**config.mk**
```make
export PLATFORM = sky130hd
export DESIGN_NAME = lsu_bus_master
export DESIGN_NICKNAME = d
export VERILOG_FILES = /design/src/rtl/lsu_pkg.sv /design/src/rtl/lsu_load_align.sv /design/src/rtl/lsu_bus_master.sv
export SDC_FILE = /design/constraint.sdc
export NUM_CORES = 1
export LEC_CHECK = 0
export CORE_UTILIZATION = 29
export DETAILED_ROUTE_END_ITERATION = 8
export HOLD_SLACK_MARGIN = 0.12
export PLACE_DENSITY = 0.61
export SYNTH_ARGS = -nofsm -noshare
export SYNTH_HDL_FRONTEND = slang
export SYNTH_SLANG_ARGS = --single-unit
```
**constraint.sdc**
```tcl
create_clock -name clk -period 2.6 [get_ports clk]
set_clock_uncertainty 0.05 [all_clocks]
set_input_delay 0.39 -clock clk [delete_from_list [all_inputs] [get_ports clk]]
set_output_delay 0.39 -clock clk [all_outputs]
set_load 0.01 [all_outputs]
```
**src/rtl/lsu_pkg.sv**
```systemverilog
// Shared encodings for the load/store bus master: access sizes, bus WLEN codes,
// sequencer states and the request legality rule.
package lsu_pkg;

  localparam logic [1:0] SZ_BYTE = 2'd0;
  localparam logic [1:0] SZ_HALF = 2'd1;
  localparam logic [1:0] SZ_WORD = 2'd2;

  localparam logic [1:0] WLEN_READ = 2'b00;
  localparam logic [1:0] WLEN_B    = 2'b01;
  localparam logic [1:0] WLEN_H    = 2'b10;
  localparam logic [1:0] WLEN_W    = 2'b11;

  typedef enum logic [1:0] {
    ST_IDLE  = 2'd0,
    ST_ISSUE = 2'd1,
    ST_WAIT  = 2'd2,
    ST_RESP  = 2'd3
  } state_t;

  // A request is rejected without touching the bus when its size code is
  // undefined or its address is not naturally aligned to that size.
  function automatic logic req_illegal(input logic [1:0] size, input logic [1:0] lane);
    return (size == 2'd3) ||
           (size == SZ_HALF && lane[0]) ||
           (size == SZ_WORD && lane != 2'b00);
  endfunction

endpackage

```
**src/rtl/lsu_load_align.sv**
```systemverilog
// Combinational load formatter: picks the addressed byte/half out of the bus
// word and sign- or zero-extends it to 32 bits.
module lsu_load_align
  import lsu_pkg::*;
(
  input  logic [31:0] rdata,
  input  logic [1:0]  lane,
  input  logic [1:0]  size,
  input  logic        uns,
  output logic [31:0] result
);

  logic signed [7:0]  byte_val;
  logic signed [15:0] half_val;

  always_comb begin
    byte_val = 8'sd0;
    unique case (lane)
      2'd0:    byte_val = $signed(rdata[7:0]);
      2'd1:    byte_val = $signed(rdata[15:8]);
      2'd2:    byte_val = $signed(rdata[23:16]);
      default: byte_val = $signed(rdata[31:24]);
    endcase
    half_val = lane[1] ? $signed(rdata[31:16]) : $signed(rdata[15:0]);

    result = rdata;
    if (size == SZ_BYTE) begin
      result = uns ? {24'b0, byte_val} : {{24{byte_val[7]}}, byte_val};
    end else if (size == SZ_HALF) begin
      result = uns ? {16'b0, half_val} : {{16{half_val[15]}}, half_val};
    end
  end

endmodule

```
**src/rtl/lsu_bus_master.sv**
```systemverilog
// Single-outstanding load/store sequencer driving the memory bus (IDLE, ISSUE,
// WAIT, RESP). Optional bus timeout is enabled by defining LSU_TIMEOUT_EN.
module lsu_bus_master
  import lsu_pkg::*;
#(
  parameter int TIMEOUT_CYCLES = 255,
  parameter int TO_W           = 8
) (
  input  logic        clk,
  input  logic        rst,
  input  logic        req_valid,
  output logic        req_ready,
  input  logic        req_we,
  input  logic [1:0]  req_size,
  input  logic        req_unsigned,
  input  logic [31:0] req_addr,
  input  logic [31:0] req_wdata,
  output logic        resp_valid,
  output logic [31:0] resp_rdata,
  output logic        resp_err,
  output logic [31:0] bus_address,
  output logic [31:0] bus_wdata,
  output logic [1:0]  bus_wlen,
  output logic        bus_en_n,
  input  logic        bus_ready,
  input  logic [31:0] bus_rdata
);

  if (TIMEOUT_CYCLES >= (1 << TO_W)) begin : g_bad_cfg
    $error("TO_W too narrow to hold TIMEOUT_CYCLES");
  end

  state_t      state;
  logic [1:0]  lane_q;
  logic [1:0]  size_q;
  logic        we_q;
  logic        uns_q;
  logic [31:0] load_data;

`ifdef LSU_TIMEOUT_EN
  localparam logic [TO_W-1:0] TO_LAST = TO_W'(TIMEOUT_CYCLES - 1);
  logic [TO_W-1:0] to_cnt;
`endif

  lsu_load_align u_align (
    .rdata  (bus_rdata),
    .lane   (lane_q),
    .size   (size_q),
    .uns    (uns_q),
    .result (load_data)
  );

  // Request attributes are captured at acceptance; the lane/size/sign fields
  // steer the aligner when the bus answers.
  always_ff @(posedge clk) begin
    if (state == ST_IDLE && req_valid) begin
      lane_q <= req_addr[1:0];
      size_q <= req_size;
      we_q   <= req_we;
      uns_q  <= req_unsigned;
    end
  end

  always_ff @(posedge clk) begin
    if (rst) begin
      state       <= ST_IDLE;
      req_ready   <= 1'b1;
      resp_valid  <= 1'b0;
      resp_rdata  <= '0;
      resp_err    <= 1'b0;
      bus_en_n    <= 1'b1;
      bus_wlen    <= WLEN_READ;
      bus_address <= '0;
      bus_wdata   <= '0;
`ifdef LSU_TIMEOUT_EN
      to_cnt      <= '0;
`endif
    end else begin
      unique case (state)
        ST_IDLE: begin
          if (req_valid) begin
            req_ready <= 1'b0;
            if (req_illegal(req_size, req_addr[1:0])) begin
              state      <= ST_RESP;
              resp_valid <= 1'b1;
              resp_err   <= 1'b1;
              resp_rdata <= '0;
            end else begin
              state    <= ST_ISSUE;
              bus_en_n <= 1'b0;
              if (req_we) begin
                bus_address <= req_addr;
                bus_wdata   <= req_wdata;
                bus_wlen    <= req_size + 2'd1;
              end else begin
                bus_address <= {req_addr[31:2], 2'b00};
                bus_wlen    <= WLEN_READ;
              end
            end
          end
        end
        // READY may still be high from the previous access, so it is not
        // looked at until the first WAIT cycle.
        ST_ISSUE: begin
          state <= ST_WAIT;
`ifdef LSU_TIMEOUT_EN
          to_cnt <= '0;
`endif
        end
        ST_WAIT: begin
          if (bus_ready) begin
            state      <= ST_RESP;
            bus_en_n   <= 1'b1;
            bus_wlen   <= WLEN_READ;
            resp_valid <= 1'b1;
            resp_err   <= 1'b0;
            resp_rdata <= we_q ? 32'd0 : load_data;
          end
`ifdef LSU_TIMEOUT_EN
          else if (to_cnt == TO_LAST) begin
            state      <= ST_RESP;
            bus_en_n   <= 1'b1;
            bus_wlen   <= WLEN_READ;
            resp_valid <= 1'b1;
            resp_err   <= 1'b1;
            resp_rdata <= '0;
            to_cnt     <= to_cnt + 1'b1;
          end else begin
            to_cnt <= to_cnt + 1'b1;
          end
`endif
        end
        default: begin
          state      <= ST_IDLE;
          req_ready  <= 1'b1;
          resp_valid <= 1'b0;
          resp_err   <= 1'b0;
          resp_rdata <= '0;
        end
      endcase
    end
  end

endmodule

```
* After elaboration in Yosys (flattened, before gate mapping)
Cells that the tools add are included.
** Operators by class
- Bitwise gates (word level) :: 3
- Add/sub/neg operators :: 1
- Reduce and logical (&&, ||, !) cells :: 17
- Equality and inequality tests :: 12
- Mux-type cells :: 32
** Operators by type and width (number)
- 2-to-1 mux 32 bit :: 8
- one-hot mux 32 bit (3 select lines) :: 1
- one-hot mux 8 bit (3 select lines) :: 1
- 2-to-1 mux 16 bit :: 1
- 2-to-1 mux 2 bit :: 8
- AND reduction 4 bit :: 3
- == test 2 x 1 -> 1 bit (second input constant) :: 4
- == test 2 bit (second input constant) :: 4
- 2-to-1 mux 1 bit :: 7
- zero test 2 bit :: 3
- inequality test 2 bit (second input constant) :: 3
- one-hot mux 1 bit (3 select lines) :: 2
- one-hot mux 2 bit (3 select lines) :: 1
- one-hot mux 1 bit (2 select lines) :: 2
- one-hot mux 2 bit (2 select lines) :: 1
- AND reduction 2 bit :: 2
- nonzero test 2 bit :: 2
- logical AND 1 bit :: 3
- inverter 1 bit :: 3
- AND reduction 3 bit :: 1
- adder 2 x 1 -> 2 bit (second input constant) :: 1
- logical OR 1 bit :: 2
- inequality test 2 x 1 -> 1 bit (second input constant) :: 1
- OR reduction 2 bit :: 1
** Storage, ports and cells
- Register bits :: 110
- Logic and storage cells :: 78
- Output and inout port bits :: 102
- Bits of input ports :: 104

* Logic depth before layout (Yosys ltp)
- Depth in word-level cells :: 7
- Mapped depth :: 7
- Depth with buffers taken out :: 6

* Cells and area by module
Synthesis repeated with hierarchy kept, for this count alone.
** Unflattened totals
- Cells, all modules :: 594
- Area, all modules :: 5023.6 µm²
** Modules (own cells, without submodules)
- lsu_bus_master :: area an instance 4150.2 µm², cells an instance 483, instances 1, seq. area each 2262.2 µm²
- lsu_load_align :: area an instance 873.3 µm², cells an instance 111, instances 1, seq. area each 0.0 µm²

* Least setup slack after synthesis
Ideal clock, no wire load.
- Path type :: input to register
- Start :: in req_size[0]
- End :: reg bus_en_n
- Stages on the path :: 6
- Data required time :: 2430 ps
- Path slack :: 664 ps
- Buffers on the path :: 0
- Arrival time :: 1766 ps
- Library setup time :: 120 ps
- Cell sequence :: inv_1 ha_1 a211oi_1 o21ai_1 or4_1 o31a_1
** Between the ends
- Longest elaborated chain between the ends :: 6
- Elaborated cells on any way between the ends :: 9
- Classes of those cells :: eq/ne: 4; reduce/logical: 5
** Ends and longest elaborated chain
- from (decl) :: RTL line lsu_bus_master.sv:14 : input logic [1:0] req_size,
- == test 2 x 1 -> 1 bit :: RTL line lsu_pkg.sv:25 : (size == SZ_HALF && lane[0]) ||
- logical AND 1 bit :: RTL line lsu_pkg.sv:25
- logical OR 1 bit :: RTL line lsu_pkg.sv:24 : return (size == 2'd3) ||
- logical OR 1 bit (*) :: RTL line lsu_pkg.sv:25
- inequality test 2 bit (no line) (*)
- AND reduction 4 bit (no line) (*)
- to (signal assigned) :: RTL line lsu_bus_master.sv:71 : bus_en_n <= 1'b1;
- to (signal assigned) :: RTL line lsu_bus_master.sv:90 : bus_en_n <= 1'b0;
- to (signal assigned) :: RTL line lsu_bus_master.sv:113 : bus_en_n <= 1'b1;
- to (decl) :: RTL line lsu_bus_master.sv:24 : output logic bus_en_n,
Every way passes the cells marked *; elsewhere a longest branch is shown, timed or not.
A chain may end at the register's enable or synchronous reset.

* Worst setup path in the final report
- Start :: in req_size[0]
- End :: reg bus_wlen[0]
** Between the ends
- Longest elaborated chain between the ends :: 6
- Elaborated cells on any way between the ends :: 14
- Classes of those cells :: add/sub: 1; eq/ne: 4; mux: 4; reduce/logical: 5
** Ends and longest elaborated chain
- branches (longest 6 deep; another with adder 2 x 1 -> 2 bit)
- to (signal assigned) :: RTL line lsu_bus_master.sv:94 : bus_wlen <= req_size + 2'd1;
- to (decl) :: RTL line lsu_bus_master.sv:23 : output logic [1:0] bus_wlen,
Parallel ways; which one is timed is not known. The select of a mux whose other input is x is not followed.

==> summary.txt <==
Outcome
  • Status: completed

Logic synthesis
  • Top post-synthesis cells by area: dfxtp_1 (45%), nand2_1 (7.9%), a21oi_1 (7.1%)
  • Post-synth top area cell: dfxtp_1
  • Area fraction of the dominant cell type after synthesis: 44.6%
  • Synth warn: 0
  • Avg Synthesized Cell Area: 9.46 um2
  • Cell area after synthesis: 0.00467 mm2
  • Yosys reg bits: 110
  • Top FF cell, synth: dfxtp_1
  • Top-count cell post-synth: dfxtp_1
  • Netlist cell types: 46
  • Register area share after synthesis: 48.4%
  • Synth top cells by count: dfxtp_1 (104), nand2_1 (98), a21oi_1 (66)
  • Syn_nets: 605
  • Cells after Synth: 494
  • Ys async rst share: 0%
  • Number of synthesized flops with an enable pin: 6

Worst setup path
  • Buf/Inv on CP: 4
  • Worst-path maximum fanout: 5
  • Crit Path Category: in -> reg
  • Required time worst endpoint: 2.83 ns
  • Reg2Reg Depth: 5
  • Cell breakdown of the critical path: clkdlybuf4s50_1 -> inv_1 -> ha_1 -> a211oi_1 -> buf_4 -> o21ai_1 -> buf_4 -> a21oi_1 -> mux2i_1
  • R2r startpoint: lane_q[0]
  • Worst setup SP type: input port
  • Worst setup EP type: flop
  • Worst reg-to-reg setup slack: 0.49 ns
  • End of the worst register-to-register path: resp_rdata[19]
  • Most frequent CP cell: buf_4
  • Critical Path AT: 2.49 ns
  • Critical path's largest stage delay: 0.53 ns
  • Slowest CP cell: clkdlybuf4s50_1
  • Kind of cell adding the most delay to the critical path: buffers and inverters

Final layout
  • Fill cells: 1513
  • Fin cells: 911
  • Area growth syn-to-layout: 56.6%
  • N_diodes: 0
  • Nets: 801
  • Design area: 0.00731 mm2
  • Share of cells above drive strength 1: 6.19%

Global route
  • GRT Util Overall: 17.9%
  • Largest net degree at the start of global routing: 41
  • First-pass GRT wire length: 23100 um
  • Global route total overflow: 0
  • Initial antenna violation count: 0
  • Vias in the first global route: 4395

Placed design
  • IO buf count: 205
  • Cells after DPL: 895
  • GP Congestion: 0.820
  • DP Wirelength: 10800 um
  • Placed Area: 0.00699 mm2

Drt
  • Wire length per cell: 16.2 um
  • First-pass detailed-route iteration total: 4
  • Initial DRC Count: 293
  • Antenna viol nets, final: 0
  • # DRC: 0
  • DRT Wirelength: 14800 um
  • Vias per cell: 4.89
  • DR vias: 4459

CTS
  • Postcts setup bufs: 0
  • Clk slew on worst S/H paths: 0.07 ns
  • Root buffer cell: clkbuf_16
  • TritonCTS Sinks: 110
  • Hold buffer count at CTS: 0
  • Clock tree buffer depth: 2
  • Clock latency on the worst-skew pair: 0.35 ns
  • H-tree depth: 3
  • CTS tree: done
  • Resized cells post-CTS: 0
  • CTS Buf Count: 9

Timing
  • Worst slew margin: 52.0%
  • Final min period: 2.25 ns
  • Slew Viols, Final: 0
  • Setup TNS: 0 ns
  • Final hold vios: 0
  • Final period util: 86.6%
  • Fin Hold WS: 0.404 ns
  • Final setup vio count: 0
  • Fmax: 444 MHz
  • RSZ-0062 raised after global routing: false
  • Worst-Margin Slew: 0.720 ns

Run
  • Max-cap violation count: 0

Power and ir drop
  • Total power: 0.00541 W
  • Max VDD drop: 0.000360 V
  • Cell Pwr Density: 740 mW/mm2
  • Lkg Pwr: 2.63 nW

Floorplanning
  • Die width: 129 um
  • CORE AREA: 0.0158 mm2
  • Die area: 0.0166 mm2
  • Die H: 129 um
  • Core Rows: 46
  • # IOs: 206
  • Starting Density: 29.5%

Hold path
  • Worst min path class: reg -> reg
  • Worst hold stages: 2
  • Hold wc startpoint: bus_wdata[7]
  • Hold Path End: bus_wdata[7]
[area by class of cell]
class / count / area (um2) / area share, %
Tap cell: 216 / 270 / 3.69
Inverter: 15 / 56.3 / 0.770
Clock inverter: 7 / 96.3 / 1.32
Multi-Input combinational cell: 330 / 2150 / 29.4
Sequential cell: 110 / 2260 / 30.9
Clock buffer: 9 / 225 / 3.08
Timing Repair Buffer: 224 / 2250 / 30.8
[registers in the layout (all words and copies together), names as in the netlist]
name	count
uns_q	1
resp_rdata	32
state	2
req_ready	1
bus_wlen	2
resp_valid	1
resp_err	1
we_q	1
lane_q	2
bus_en_n	1
size_q	2
bus_address	32
bus_wdata	32
[placed cells by master, fill, tap and decap left out, types with 4 or more instances in the layout]
cell type        count
clkdlybuf4s50_1    204
dfxtp_1            104
a22o_1               8
o2bb2ai_1           24
nand3_1             32
inv_1               13
edfxtp_1             6
o22ai_1              8
a21oi_1             66
o22a_1              21
a211oi_1             4
mux2i_1             19
buf_12               5
mux4_1               7
ha_1                 7
buf_4               14
clkbuf_16            9
nand2_1             98
[through the flow]
| stage | utilization, % | setup slack (ns) |
|---|---|---|
| after floorplan | - | 0.664 |
| after global placement | 44.2 | 0.0601 |
| after detailed placement | 44.2 | -0.0344 |
| after CTS | 46.2 | 0.350 |
| after global routing | 46.2 | 0.133 |
| final | 46.2 | 0.349 |
[worst reg2reg max path: cells and delay by family, from the launching register on]
kind	cells	cell delay, ns
muxes	1	0.58
buffers and inverters	1	0.17
DFF	1	0.66
AOI/OAI and AO/OA	2	0.43
and+or+nand+nor	1	0.12
[how the worst max path moves through the flow]
stage,startpoint,to,slack (ns),cells past startpoint
final,req_size[0],bus_wlen[0],0.35,9
after global routing,req_size[0],bus_wlen[1],0.13,9
after CTS,req_size[0],bus_wlen[0],0.35,9
after detailed placement,req_size[0],bus_wlen[1],-0.03,9
after global placement,req_size[0],bus_en_n,0.06,8
after floorplan,req_size[0],bus_en_n,0.66,6
[kinds of logic (layout without fill, tap and decap cells)]
group | after synthesis | in the layout | synth area share (%)
AO/OA/AOI/OAI | 151 | 151 | 22.2
AND/OR/NAND/NOR | 145 | 145 | 13.3
flip-flops | 110 | 110 | 48.4
buffers and inverters | 54 | 255 | 5.76
multiplexers | 27 | 27 | 8.49
adder cells (fa/ha/maj) | 7 | 7 | 1.87
[where the power goes]
part	switching [W]	leakage (nW)	internal, W
sequential	0.000151	0.901	0.00191
clock	0.000636	0.156	0.000849
combinational	0.000936	1.58	0.000932
total	0.00172	2.63	0.00369
[metal layers]
metal	part of all wire, %	vias up	routed length [um]	track usage, %
met5	0	-	0	0
met4	0.83	0	122	4.71
met3	9.2	12	1360	7.23
met2	47	183	6910	28.7
met1	43	2090	6400	22.2
li1	-	2174	-	-
(Power assumes the default switching activity.)
